<file path="src/rtl/prm_edge_mask_accum.sv">
// Collects per-edge obstacle-check hits into a sticky bitmap over one frame, then
// drains it as WORD_W-bit words while counting the blocked edges.
module prm_edge_mask_accum #(
  parameter int NUM_EDGE = 64,
  parameter int WORD_W   = 16,
  localparam int NWORD   = NUM_EDGE / WORD_W,
  localparam int IDX_W   = (NWORD > 1) ? $clog2(NWORD) : 1,
  localparam int CNT_W   = $clog2(NUM_EDGE + 1)
) (
  input  logic                CLK,
  input  logic                RST,
  input  logic                in_valid,
  input  logic                in_last,
  input  logic [NUM_EDGE-1:0] in_mask,
  output logic                in_ready,
  output logic                out_valid,
  input  logic                out_ready,
  output logic [WORD_W-1:0]   out_data,
  output logic [IDX_W-1:0]    out_idx,
  output logic                out_last,
  output logic                done,
  output logic [CNT_W-1:0]    blocked_cnt,
  output logic [15:0]         obs_cnt
);

  localparam logic [1:0] ST_ACC   = 2'd0;
  localparam logic [1:0] ST_DRAIN = 2'd1;
  localparam logic [1:0] ST_DONE  = 2'd2;

  logic [1:0]          state_reg;
  logic [NUM_EDGE-1:0] acc_reg;
  logic [IDX_W-1:0]    idx_reg;
  logic [CNT_W-1:0]    run_cnt_reg;
  logic [CNT_W-1:0]    blocked_cnt_reg;
  logic [15:0]         obs_cnt_reg;
  logic                first_reg;

  logic [WORD_W-1:0]   word_arr [NWORD];
  logic [CNT_W-1:0]    word_pop;
  logic [CNT_W-1:0]    run_cnt_next;
  logic                last_word;

  genvar gi;
  generate
    for (gi = 0; gi < NWORD; gi++) begin : g_word
      assign word_arr[gi] = acc_reg[gi*WORD_W +: WORD_W];
    end
  endgenerate

  assign in_ready    = (state_reg == ST_ACC);
  assign out_valid   = (state_reg == ST_DRAIN);
  assign done        = (state_reg == ST_DONE);
  assign out_data    = word_arr[idx_reg];
  assign out_idx     = idx_reg;
  assign last_word   = (idx_reg == IDX_W'(NWORD - 1));
  assign out_last    = last_word;
  assign blocked_cnt = blocked_cnt_reg;
  assign obs_cnt     = obs_cnt_reg;

  always_comb begin
    word_pop = '0;
    for (int i = 0; i < WORD_W; i++) begin
      word_pop = word_pop + CNT_W'(out_data[i]);
    end
  end

  // Running total cannot exceed NUM_EDGE, so CNT_W never overflows.
  assign run_cnt_next = run_cnt_reg + word_pop;

  always_ff @(posedge CLK) begin
    if (RST) begin
      state_reg       <= ST_ACC;
      acc_reg         <= '0;
      idx_reg         <= '0;
      run_cnt_reg     <= '0;
      blocked_cnt_reg <= '0;
      obs_cnt_reg     <= '0;
      first_reg       <= 1'b1;
    end else begin
      case (state_reg)
        ST_ACC: begin
          if (in_valid) begin
            if (first_reg) begin
              acc_reg         <= in_mask;
              obs_cnt_reg     <= 16'd1;
              blocked_cnt_reg <= '0;
              first_reg       <= 1'b0;
            end else begin
              acc_reg <= acc_reg | in_mask;
              if (obs_cnt_reg != 16'hFFFF) obs_cnt_reg <= obs_cnt_reg + 16'd1;
            end
            if (in_last) begin
              state_reg   <= ST_DRAIN;
              idx_reg     <= '0;
              run_cnt_reg <= '0;
            end
          end
        end
        ST_DRAIN: begin
          if (out_ready) begin
            run_cnt_reg <= run_cnt_next;
            if (last_word) begin
              state_reg       <= ST_DONE;
              blocked_cnt_reg <= run_cnt_next;
            end else begin
              idx_reg <= idx_reg + IDX_W'(1);
            end
          end
        end
        ST_DONE: begin
          // acc_reg is kept; the next frame's first beat overwrites it.
          first_reg <= 1'b1;
          state_reg <= ST_ACC;
        end
        default: state_reg <= ST_ACC;
      endcase
    end
  end

endmodule

</file>
<file path="config.mk">
export PLATFORM = sky130hd
export DESIGN_NAME = prm_edge_mask_accum
export DESIGN_NICKNAME = d
export VERILOG_FILES = /design/src/rtl/prm_edge_mask_accum.sv
export SDC_FILE = /design/constraint.sdc
export NUM_CORES = 1
export LEC_CHECK = 0
export ABC_AREA = 0
export CAP_MARGIN = 5
export CORE_ASPECT_RATIO = 1.1
export CORE_MARGIN = 5
export CORE_UTILIZATION = 45
export CTS_CLUSTER_DIAMETER = 40
export DETAILED_ROUTE_END_ITERATION = 8
export GPL_ROUTABILITY_DRIVEN = 0
export PLACE_DENSITY_LB_ADDON = 0.2
export SLEW_MARGIN = 20
export SYNTH_ARGS = -nofsm -noshare
export SYNTH_HDL_FRONTEND = slang
export SYNTH_SLANG_ARGS = --single-unit
</file>
<file path="constraint.sdc">
create_clock -name CLK -period 4.9 [get_ports CLK]
set_input_delay 0.735 -clock CLK [delete_from_list [all_inputs] [get_ports CLK]]
set_output_delay 0.735 -clock CLK [all_outputs]
set_load 0.01 [all_outputs]
</file>
==> flow_summary.ini, run 1 <==
[sta]
fin_skew_ns = 0.00615
final_max_slew_viol_count = 0
final.period_utilization = 0.967
setup_tns_ns = 0
setup_viol = 0
max_freq_mhz = 211
rsz0062_at_grt = yes
hold_violations = 0
min_period_ns = 4.74
worst_pin_slew_ns = 1.08
slew_headroom = 0.278

[cts]
ctsRootBufferMaster = clkbuf_16
holdBufCountCts = 0
clk_latency_ns = 0.34
cts_buffers = 9
cts_sinks = 99
cts_tree = built
cts_buffer_depth = 2
clk_pin_slew_ns = 0.07
h-tree-depth = 3

[die]
start_util = 0.463
coreArea_um2 = 10400
die_h_um = 119
dieWidth_um = 109
num_rows = 39
ios = 114
floorplan.die_area_um2 = 12900

[placed_design]
dp_cells = 737
io_buffers = 113
place_hpwl_mm = 8.79
placement.cell_area_um2 = 6080

[worst_setup_path]
critPathMaxStageDelay_ns = 0.54
critical_path.startpoint_type = flip-flop
path_cells = buf_12 > mux4_2 > fa_1 > inv_1 > fa_1 > fa_1 > inv_1 > fa_1 > fa_2 > inv_2 > fa_2 > inv_2 > a21o_1 > a41oi_2 > buf_4 > xor2_1 > o32ai_1
crit_arrival_ns = 4.92
critPathCaptureType = flip-flop
crit_type = reg -> reg
slowest_stage = mux4_2
cp_max_fo = 8
cp.buffers_inverters = 6
cp.required_ns = 5.09
crit_family = adder cells
cp_common_cell = fa_1

[status]
status = finished clean

[grt]
grt_max_degree = 105
grt_use_total = 0.201
first_global_vias = 4202
grt_first_pass_wirelength_mm = 20.9
overflow = 0
antenna_found_initial = 0

[final_layout]
n_antenna_cell = 0
multi_input_area_um2 = 2620
largest_register_ffs = 64
final-seq-area_um2 = 1990
fillers = 935
area.growth.synth_to_final_pct = 33.3
layout.cells.non_filler = 757
drive_gt1_frac = 0.114
fin_nets = 700
final_area_um2 = 6440

[drt]
first_pass_iters = 4
via_count = 4198
ant_nets = 0
drc = 0
vias_per_cell = 5.55
drtIter0Drc = 273
drt-total-wl_mm = 12.7
wl_per_cell_um = 16.8

[power_and_ir_drop]
power.density_nw_per_um2 = 319
peakVddDrop_uv = 189
leakagePower_nw = 2.41

[logic_synthesis]
synth_compound_area_frac = 0.185
synth_fp_nets = 600
ys_types = 61
syn_area_um2 = 4830
synth_mux_area_frac = 0.0849
yosys_warnings = 0
yosysMostFrequentCell = dfxtp_1
post-synth-top-area-cell = dfxtp_1
synthAdderAreaFrac = 0.0756
synth-seq-cells = 99
netlist.area_leader.share = 0.410
yosys.area_share.simple = 0.183
synth_top_family_by_area = compound AO/OA/AOI/OAI gates
ys.flop_type = dfxtp_1
yosys-top-cells-count = 99 x dfxtp_1, 85 x nor2_1, 65 x a22oi_1
syn_inst = 509
synthArstFlopShare = 0
ys_seq_area_frac = 0.410
synth_xor_area_frac = 0.00725
avgSynthCellArea_um2 = 9.49
synth_edf_count = 0
synth_area_leaders = dfxtp_1 41%, a22oi_1 10%, mux4_2 7.5%

[hold_path]
hp-class = reg -> reg

[job]
maxCapViolations = 0
## final cells by class
type                            instances  share of cell area
Clock buffer                           12              0.0398
Timing Repair Buffer                  126               0.194
Clock inverter                          4             0.00758
Multi-Input combinational cell        346               0.406
Sequential cell                        99               0.308
Inverter                               27              0.0161
Tap cell                              143              0.0278
## power by group
group          internal, mW  switching (mW)
Sequential            0.846          0.0285
Clock                 0.423           0.300
Combinational         0.227           0.228
## cells by family (layout without fill, tap and decap cells)
kind of cell,count (synthesis),after routing
buffers and inverters,64,169
multiplexers,21,21
flip-flops,99,99
AND/OR/NAND/NOR,177,177
AO/OA/AOI/OAI,122,122
XOR/XNOR,4,4
adder cells (fa/ha/maj),22,22
## worst min-delay path, delay by kind of cell, from the launching register on
family / cells / cell delay, ns
simple gates: 1 / 0.05
flops: 1 / 0.31
compound gates: 1 / 0.05
## cells in the final DEF (no fill, tap or decap), types with 12 or more instances in the layout
cell type,netlist,layout
dfxtp_1,99,98
a21oi_1,23,22
mux4_2,16,16
a22oi_1,65,65
clkdlybuf4s50_1,0,112
nor2_1,85,85
inv_1,26,24
nand2_1,29,28
buf_4,0,12
## stage by stage
stage          utilization  hold WS [ns]  setup slack [ns]  power, mW
2_1_floorplan            -         0.454          0.000681       1.15
3_3_place_gp         0.582         0.438            0.0770       1.30
3_5_place_dp         0.582         0.452           0.00143       1.31
4_1_cts              0.612         0.460           0.00618       2.04
5_1_grt              0.617         0.476           -0.0425       2.15
6_report             0.617         0.455             0.161       2.05
## path summary, 6_finish.rpt
kind                                             startpoint                          end  slack (ns)  cells past startpoint
worst max-delay path                out_idx[0]$_SDFFE_PP0P_  blocked_cnt[6]$_SDFFE_PP0P_        0.16                     17
worst min-delay path            blocked_cnt[2]$_SDFFE_PP0P_  blocked_cnt[2]$_SDFFE_PP0P_        0.45                      2
worst max register to register      out_idx[0]$_SDFFE_PP0P_  blocked_cnt[6]$_SDFFE_PP0P_        0.16                     17
worst min register to register  blocked_cnt[2]$_SDFFE_PP0P_  blocked_cnt[2]$_SDFFE_PP0P_        0.45                      2
## timing repair
action                                 4_1_cts  5_1_grt
pin swaps                                    0        4
buffers inserted                             0        4
setup endpoints to repair                    2        6
gates resized for setup                      2        6
endpoints found under the hold margin        0        0
## metal layers
| metal | track usage | vias up | wire length, um |
|---|---|---|---|
| met4 | 0.0679 | 0 | 243 |
| met3 | 0.0420 | 18 | 699 |
| li1 | - | 2036 | - |
| met5 | 0 | - | 0 |
| met1 | 0.278 | 2013 | 5720 |
| met2 | 0.313 | 131 | 6020 |
No activity file was read; power rests on OpenSTA's default activity.
==> inputs of run 2 (changes only) <==
CTS_CLUSTER_SIZE = 30   (was not set)
==> results of run 2 <==
The final DEF is identical to that of run 1; final timing and power are the same.
==> inputs of run 3 (changes only) <==
CORE_MARGIN = 2   (was 5)
==> run 3 against run 2 <==
Effect of this change: power is 2.3% higher; hold slack worse by 0.0031 ns; global-route usage is 1.3 points higher; largest power group unchanged.
==> flow_summary.ini, run 3 (synthesis gave the netlist of run 1 again) <==
[final_layout]
multi_input_area_um2 = 2620
layout.cells.non_filler = 756
final-seq-area_um2 = 1990
layout_commonest_cell = clkdlybuf4s50_1
area.growth.synth_to_final_pct = 34.2
final_cell_mix = 112 x clkdlybuf4s50_1, 98 x dfxtp_1, 85 x nor2_1
fillers = 900
drive_gt1_frac = 0.114
largest_register_ffs = 64
fin_nets = 699
fin_util = 0.621
n_antenna_cell = 0
final_area_um2 = 6480

[worst_setup_path]
crit_type = reg -> reg
slowest_stage = fa_1
worstRegToRegCells = 16
path_cells = buf_12 > mux4_2 > fa_1 > inv_1 > fa_1 > fa_1 > inv_1 > fa_1 > fa_2 > inv_2 > fa_2 > inv_2 > a21o_1 > a41oi_2 > or4_1 > a31oi_1
worstReg2RegStart = out_idx[0]$_SDFFE_PP0P_
critPathMaxStageDelay_ns = 0.54
cp.buffers_inverters = 5
reg2reg_to = run_cnt_reg[6]$_SDFFE_PP0P_
crit_arrival_ns = 5.05
cp.required_ns = 5.16
crit_family = adder cells
ff2ff_setup_slack_ns = 0.11
cp_common_cell = fa_1
critPathCaptureType = flip-flop
critical_path.startpoint_type = flip-flop
cp_max_fo = 5

[cts]
cts_sinks = 99
clk_pin_slew_ns = 0.07
cts_tree = built
h-tree-depth = 3
clk_latency_ns = 0.34
cts_buffer_depth = 2
ctsRootBufferMaster = clkbuf_16
cts_buffers = 9

[sta]
max_freq_mhz = 209
slew_headroom = 0.292
min_period_ns = 4.79
setup_tns_ns = 0
fin_skew_ns = 0.00624
setup_ws_ns = 0.111
setup_viol = 0
hold_violations = 0
holdWs_ns = 0.452
worst_pin_slew_ns = 1.06
final_max_slew_viol_count = 0
rsz0062_at_grt = yes
final.period_utilization = 0.977

[power_and_ir_drop]
leakagePower_nw = 2.42
p_sw_mw = 0.567
switching_share = 0.270
p_total_mw = 2.10
p_int_mw = 1.53
clockPowerShare = 0.369
power_frac_seq = 0.417
power.density_nw_per_um2 = 324
power_frac_comb = 0.214
peakVddDrop_uv = 226

[placed_design]
placement.cell_area_um2 = 6080
post-place-ws_ns = -0.0311
place_hpwl_mm = 8.40
io_buffers = 113
dp_cells = 735

[die]
num_rows = 39
dieWidth_um = 103
floorplan.die_area_um2 = 11600
ios = 114
start_util = 0.463
die_h_um = 113
coreArea_um2 = 10400

[drt]
wl_per_cell_um = 16.2
drt-total-wl_mm = 12.3
drtIter0Drc = 173
ant_nets = 0
vias_per_cell = 5.50
via_count = 4156
first_pass_iters = 4
drc = 0

[grt]
grt_use_total = 0.215
first_global_vias = 3997
grt_max_degree = 105
grt_first_pass_wirelength_mm = 19.8
overflow = 0
antenna_found_initial = 0

[hold_path]
min_from = blocked_cnt[3]$_SDFFE_PP0P_
min_delay_worst_endpoint = blocked_cnt[3]$_SDFFE_PP0P_
hp-class = reg -> reg
min_path_cells = 2

[status]
status = finished clean

[job]
maxCapViolations = 0
run 3: worst min-delay path, delay by kind of cell (launching register included):
family / cells / cell delay, ns
compound gates: 1 / 0.05
simple gates: 1 / 0.05
flops: 1 / 0.31
run 3: per-layer routing:
layer / share of wire / vias up / wire, um / GRT usage
met4: 0.012 / 0 / 146 / 0.0535
met1: 0.45 / 1990 / 5510 / 0.300
met3: 0.056 / 12 / 688 / 0.0486
met2: 0.48 / 119 / 5930 / 0.338
met5: 0 / - / 0 / 0
li1: - / 2035 / - / -
run 3: cell type report:
class	count	area share
timing repair buffer	125	0.196
sequential	99	0.306
clock inverter	6	0.0135
clock buffer	10	0.0369
multi-input combinational	346	0.403
tap	143	0.0276
inverter	27	0.0160
run 3: what timing repair did:
item	4_1_cts	5_1_grt
hold buffers	0	0
endpoints found under the setup margin	2	6
pin swaps	2	6
hold endpoints to repair	0	0
setup buffers	4	0
gates resized for setup	3	5
gates cloned	0	1
run 3: power by group through the flow:
stage / logic (mW) / registers, mW / clock network [mW]
floorplan: 0.272 / 0.881 / 0
global placement: 0.406 / 0.892 / 0
detailed placement: 0.421 / 0.893 / 0
CTS: 0.442 / 0.875 / 0.783
global route: 0.495 / 0.880 / 0.819
finish: 0.449 / 0.876 / 0.775
run 3: how the worst max path moves through the flow:
stage	from	end	slack, ns	cells after the start
3_3_place_gp	out_idx[0]$_SDFFE_PP0P_	blocked_cnt[6]$_SDFFE_PP0P_	0.06	17
2_1_floorplan	out_idx[0]$_SDFFE_PP0P_	run_cnt_reg[6]$_SDFFE_PP0P_	0.0007	17
4_1_cts	out_idx[0]$_SDFFE_PP0P_	blocked_cnt[6]$_SDFFE_PP0P_	0.01	17
5_1_grt	out_idx[0]$_SDFFE_PP0P_	run_cnt_reg[6]$_SDFFE_PP0P_	-0.02	16
6_report	out_idx[0]$_SDFFE_PP0P_	run_cnt_reg[6]$_SDFFE_PP0P_	0.11	16
3_5_place_dp	out_idx[0]$_SDFFE_PP0P_	blocked_cnt[6]$_SDFFE_PP0P_	-0.03	17
